==> config.mk <==
export PLATFORM = sky130hd
export DESIGN_NAME = fifo_thresh
export DESIGN_NICKNAME = d
export VERILOG_FILES = /design/src/rtl/fifo_thresh.sv
export SDC_FILE = /design/constraint.sdc
export NUM_CORES = 1
export LEC_CHECK = 0
export CAP_MARGIN = 10
export CORE_MARGIN = 1
export CORE_UTILIZATION = 25
export CTS_BUF_LIST = sky130_fd_sc_hd__clkbuf_16
export CTS_CLUSTER_SIZE = 14
export DETAILED_ROUTE_END_ITERATION = 6
export GPL_TIMING_DRIVEN = 0
export PLACE_DENSITY = 0.44
export REMOVE_ABC_BUFFERS = 1
export SLEW_MARGIN = 20
export SYNTH_ARGS = -nofsm -noshare
export SYNTH_HDL_FRONTEND = slang
export SYNTH_SLANG_ARGS = --single-unit
==> constraint.sdc <==
create_clock -name clk_i -period 3.4 [get_ports clk_i]
set_clock_uncertainty 0.2 [all_clocks]
set_input_delay 0.51 -clock clk_i [delete_from_list [all_inputs] [get_ports clk_i]]
set_output_delay 0.51 -clock clk_i [all_outputs]
set_load 0.01 [all_outputs]
==> src/rtl/fifo_thresh.sv <==
// First-word-fall-through FIFO with wrap-bit pointers, registered occupancy,
// almost-full/almost-empty thresholds and a sticky underflow flag.
module fifo_thresh #(
  parameter int WIDTH_P     = 8,
  parameter int PTR_WIDTH_P = 4,
  parameter int AFULL_P     = (1 << PTR_WIDTH_P) - 2,
  parameter int AEMPTY_P    = 2
) (
  input  logic                   clk_i,
  input  logic                   reset_i,
  input  logic                   flush_i,
  input  logic                   valid_i,
  input  logic [WIDTH_P-1:0]     data_i,
  output logic                   ready_o,
  output logic                   valid_o,
  output logic [WIDTH_P-1:0]     data_o,
  input  logic                   yumi_i,
  output logic [PTR_WIDTH_P:0]   count_o,
  output logic                   almost_full_o,
  output logic                   almost_empty_o,
  output logic                   err_o
);

  localparam int CAP_P = 1 << PTR_WIDTH_P;
  localparam logic [PTR_WIDTH_P:0] ptr_one_lp = (PTR_WIDTH_P+1)'(1);
  localparam logic [PTR_WIDTH_P:0] afull_lp   = (PTR_WIDTH_P+1)'(AFULL_P);
  localparam logic [PTR_WIDTH_P:0] aempty_lp  = (PTR_WIDTH_P+1)'(AEMPTY_P);

  if (PTR_WIDTH_P < 1) begin : g_bad_ptr_width
    $error("fifo_thresh: PTR_WIDTH_P must be >= 1");
  end
  if (AEMPTY_P < 0 || AEMPTY_P >= AFULL_P || AFULL_P > CAP_P) begin : g_bad_thresh
    $error("fifo_thresh: thresholds must satisfy 0 <= AEMPTY_P < AFULL_P <= CAP_P");
  end

  logic [WIDTH_P-1:0]   mem [CAP_P];
  logic [PTR_WIDTH_P:0] rd_ptr;
  logic [PTR_WIDTH_P:0] wr_ptr;
  logic [PTR_WIDTH_P:0] count;
  logic                 err;
  logic                 full;
  logic                 empty;
  logic                 enq;
  logic                 deq;

  // Wrap bit distinguishes full from empty when the address bits match.
  assign empty = (rd_ptr == wr_ptr);
  assign full  = (rd_ptr[PTR_WIDTH_P-1:0] == wr_ptr[PTR_WIDTH_P-1:0]) &&
                 (rd_ptr[PTR_WIDTH_P] != wr_ptr[PTR_WIDTH_P]);
  assign enq   = valid_i & ~full;
  assign deq   = yumi_i & ~empty;

  always_ff @(posedge clk_i or posedge reset_i) begin
    if (reset_i) begin
      rd_ptr <= '0;
      wr_ptr <= '0;
      count  <= '0;
    end else if (flush_i) begin
      rd_ptr <= '0;
      wr_ptr <= '0;
      count  <= '0;
    end else begin
      if (enq) wr_ptr <= wr_ptr + ptr_one_lp;
      if (deq) rd_ptr <= rd_ptr + ptr_one_lp;
      unique case ({enq, deq})
        2'b10:   count <= count + ptr_one_lp;
        2'b01:   count <= count - ptr_one_lp;
        default: count <= count;
      endcase
    end
  end

  // Underflow is sticky through flush; only reset clears it.
  always_ff @(posedge clk_i or posedge reset_i) begin
    if (reset_i) begin
      err <= 1'b0;
    end else if (yumi_i && empty) begin
      err <= 1'b1;
    end
  end

  always_ff @(posedge clk_i) begin
    if (enq && !flush_i) begin
      mem[wr_ptr[PTR_WIDTH_P-1:0]] <= data_i;
    end
  end

  assign ready_o        = ~full;
  assign valid_o        = ~empty;
  assign data_o         = mem[rd_ptr[PTR_WIDTH_P-1:0]];
  assign count_o        = count;
  assign almost_full_o  = (count >= afull_lp);
  assign almost_empty_o = (count <= aempty_lp);
  assign err_o          = err;

endmodule
==> results_dict.tcl <==
set metrics [dict create \
    synth_compound_area_frac 0.0475 \
    cts_tree "built" \
    wl_microns 14300 \
    portBuffers 30 \
    path_max_fanout 13 \
    cts_made_buffers 17 \
    postSynthRegisterBits 144 \
    switching_share 0.249 \
    antenna_found_initial 0 \
    grt.total_usage 0.118 \
    yosysMostFrequentCell "edfxtp_1" \
    slew_violations 0 \
    dp_slack_ns -0.625 \
    hold_viol 0 \
    finalSetupViolCount 0 \
    slew_headroom 0.375 \
    dpl.hpwl_microns 8600 \
    fmax_ghz 0.298 \
    required_ns 3.24 \
    rsz0062_at_grt "yes" \
    final_nets 405 \
    synthFlopType "edfxtp_1" \
    fin_crit_ns 3.36 \
    clk_latency_ns 0.42 \
    grt_pass1_vias 3418 \
    clk_path_buf_depth 2 \
    hold_class "in -> async" \
    postRouteAntennaNets 0 \
    ys_seq_area_frac 0.688 \
    cp_slowest_cell "dfrtp_2" \
    gr-total-overflow 0 \
    dieArea_sq_um 25300 \
    die_x_microns 159 \
    critical_path_class "reg -> reg" \
    crit_path_max_incr_delay_ns 0.72 \
    path_buf_inv 0 \
    ios 31 \
    synth_area_leader_cell "edfxtp_1" \
    totalPowerFinal_mw 4.77 \
    pwr-share-comb 0.182 \
    rows 57 \
    ys_types 49 \
    crit_chain "xnor2_1, and4_2, a21oi_1, nand3b_1, nor2_2" \
    p_leak_nw 2.48 \
    arrival_ns 3.20 \
    synth_edf_count 128 \
    die_h_microns 159 \
    synth_common_cells "edfxtp_1, mux4_2, nor2_1, dfrtp_1" \
    max-cap-violations 0 \
    htree_levels 4 \
    fill_cells 2385 \
    cts.sinks 144 \
    drc 0 \
    power.internal_mw 3.58 \
    worst_slew_pin_slew_ns 0.931 \
    ys_async_sr_fraction 0.111 \
    yosys.area.top_type_share 0.624 \
    pwr-share-seq 0.426 \
    first_pass_iters 7 \
    setup_slack_ns 0.0416 \
    core_sq_um 24200 \
    hold_buffers 0 \
    critical-path-top-delay-family "simple AND/OR/NAND/NOR gates" \
    syn_area_sq_um 6160 \
    area_delta_synth_final_pct 23.2 \
    ys_top_cells_by_area "edfxtp_1, mux4_2, dfrtp_1" \
    post-route-period-util 0.988 \
    synth-xor-area-share 0.0213 \
    synth_top_family_by_area "multiplexers" \
    peakVddDrop_mv 0.254 \
    diodes 0 \
    synthSimpleGateAreaFrac 0.0499 \
    startpoint_type "flip-flop" \
    start_util 0.254 \
    drive_above_1_share 0.277 \
    outcome "completed" \
    power_density_nw_per_um2 628 \
    multiInputGateArea_sq_um 1840 \
    ys_warn_count 0 \
    synthCells 341 \
    muxShareOfSynthArea 0.156 \
    synth_fa_ha_area_frac 0.0142 \
    vias_per_cell 4.56 \
    clk_pin_slew_worst_paths_ns 0.06 \
    p_clk_frac 0.391 \
    p_sw_mw 1.19 \
    root_buffer "clkbuf_16" \
    avgSynthCellArea_sq_um 18.1 \
    vias 3286 \
    endpoint_kind "flip-flop" \
    regArea_sq_um 4250 \
    grt_max_degree 27 \
    avgRoutedWirePerCell_microns 19.8 \
    drt-initial-drc-count 172 \
    grt_first_pass_wirelength_microns 21700 \
    place_congestion 0.730 \
]
## cells by family after synthesis
| kind of cell | Yosys count |
|---|---|
| AO/OA/AOI/OAI | 39 |
| adder cells (fa/ha/maj) | 7 |
| XOR/XNOR | 15 |
| AND/OR/NAND/NOR | 65 |
| flip-flops | 144 |
| multiplexers | 46 |
| buffers and inverters | 25 |
## worst reg2reg max path: stages, from the launching register on
cell and delay [ns]:
dfrtp_2 0.72, xnor2_1 0.21, and4_2 0.40, a21oi_1 0.51, nand3b_1 0.31, nor2_2 0.64
## routing by layer
layer,global-route usage,vias up,part of all wire
met3,0.0302,12,0.044
met4,0.0459,0,0.014
met5,0,-,0
li1,-,1471,-
met2,0.182,82,0.48
met1,0.160,1721,0.46
## what timing repair did
action,in CTS,in global routing
endpoints found under the setup margin,77,72
resized for setup,11,7
setup buffers,1,2
pin swaps,0,1
cloned,1,1
## registers in the layout (all words and copies together), names as in the netlist
| register | flops |
|---|---|
| count_o | 5 |
| err_o | 1 |
| mem | 128 |
| rd_ptr | 5 |
| wr_ptr | 5 |
## area by class of cell
type,instances,area share
clock buffer,17,0.0560
clock inverter,14,0.0216
inverter,5,0.00247
multi-input combinational,172,0.242
sequential,144,0.560
tap,324,0.0534
timing repair buffer,45,0.0643
## path summary, 6_finish.rpt
kind	from	end	slack, ns	cells after the start
min in group clk_i	err_o	err_o	0.28	1
hold reg to reg	err_o	err_o	0.28	1
setup reg to reg	rd_ptr[2]	mem[4][2]	0.04	5
hold / removal	reset_i	err_o	0.27	2
setup / recovery	rd_ptr[2]	mem[4][2]	0.04	5
max in group asynchronous	reset_i	rd_ptr[0]	2.23	2
## cell usage in the layout (no fill, tap or decap), drive strengths merged, types with 6 or more instances in the layout
cell           count
xor2               8
inv                8
mux4              40
clkinv             8
xnor2              7
buf               14
clkbuf            18
clkdlybuf4s50     23
nand2b             6
o21ai              8
nand2             10
ha                 7
edfxtp           128
nor2              29
dlymetal6s2s       7
dfrtp             16
## through the flow
step / hold slack [ns] / instances / instance area [sq um] / setup TNS (ns) / util
floorplan: 0.224 / 321 / 6050 / -26.51 / -
global placement: 0.265 / 675 / 6750 / -278.99 / 0.278
detailed placement: 0.262 / 685 / 6890 / -35.64 / 0.284
CTS: 0.286 / 718 / 7540 / 0 / 0.311
global route: 0.325 / 721 / 7590 / -3.70 / 0.313
finish: 0.274 / 721 / 7590 / 0 / 0.313
## power by group through the flow
stage	registers (mW)	logic [mW]	clock network [mW]
after detailed placement	2.07	0.822	0
after global placement	2.14	0.718	0
after floorplan	2.10	0.462	0
final	2.03	0.869	1.87
after CTS	2.03	0.860	1.91
after global routing	2.04	0.938	1.98
No activity file was read; power rests on OpenSTA's default activity.
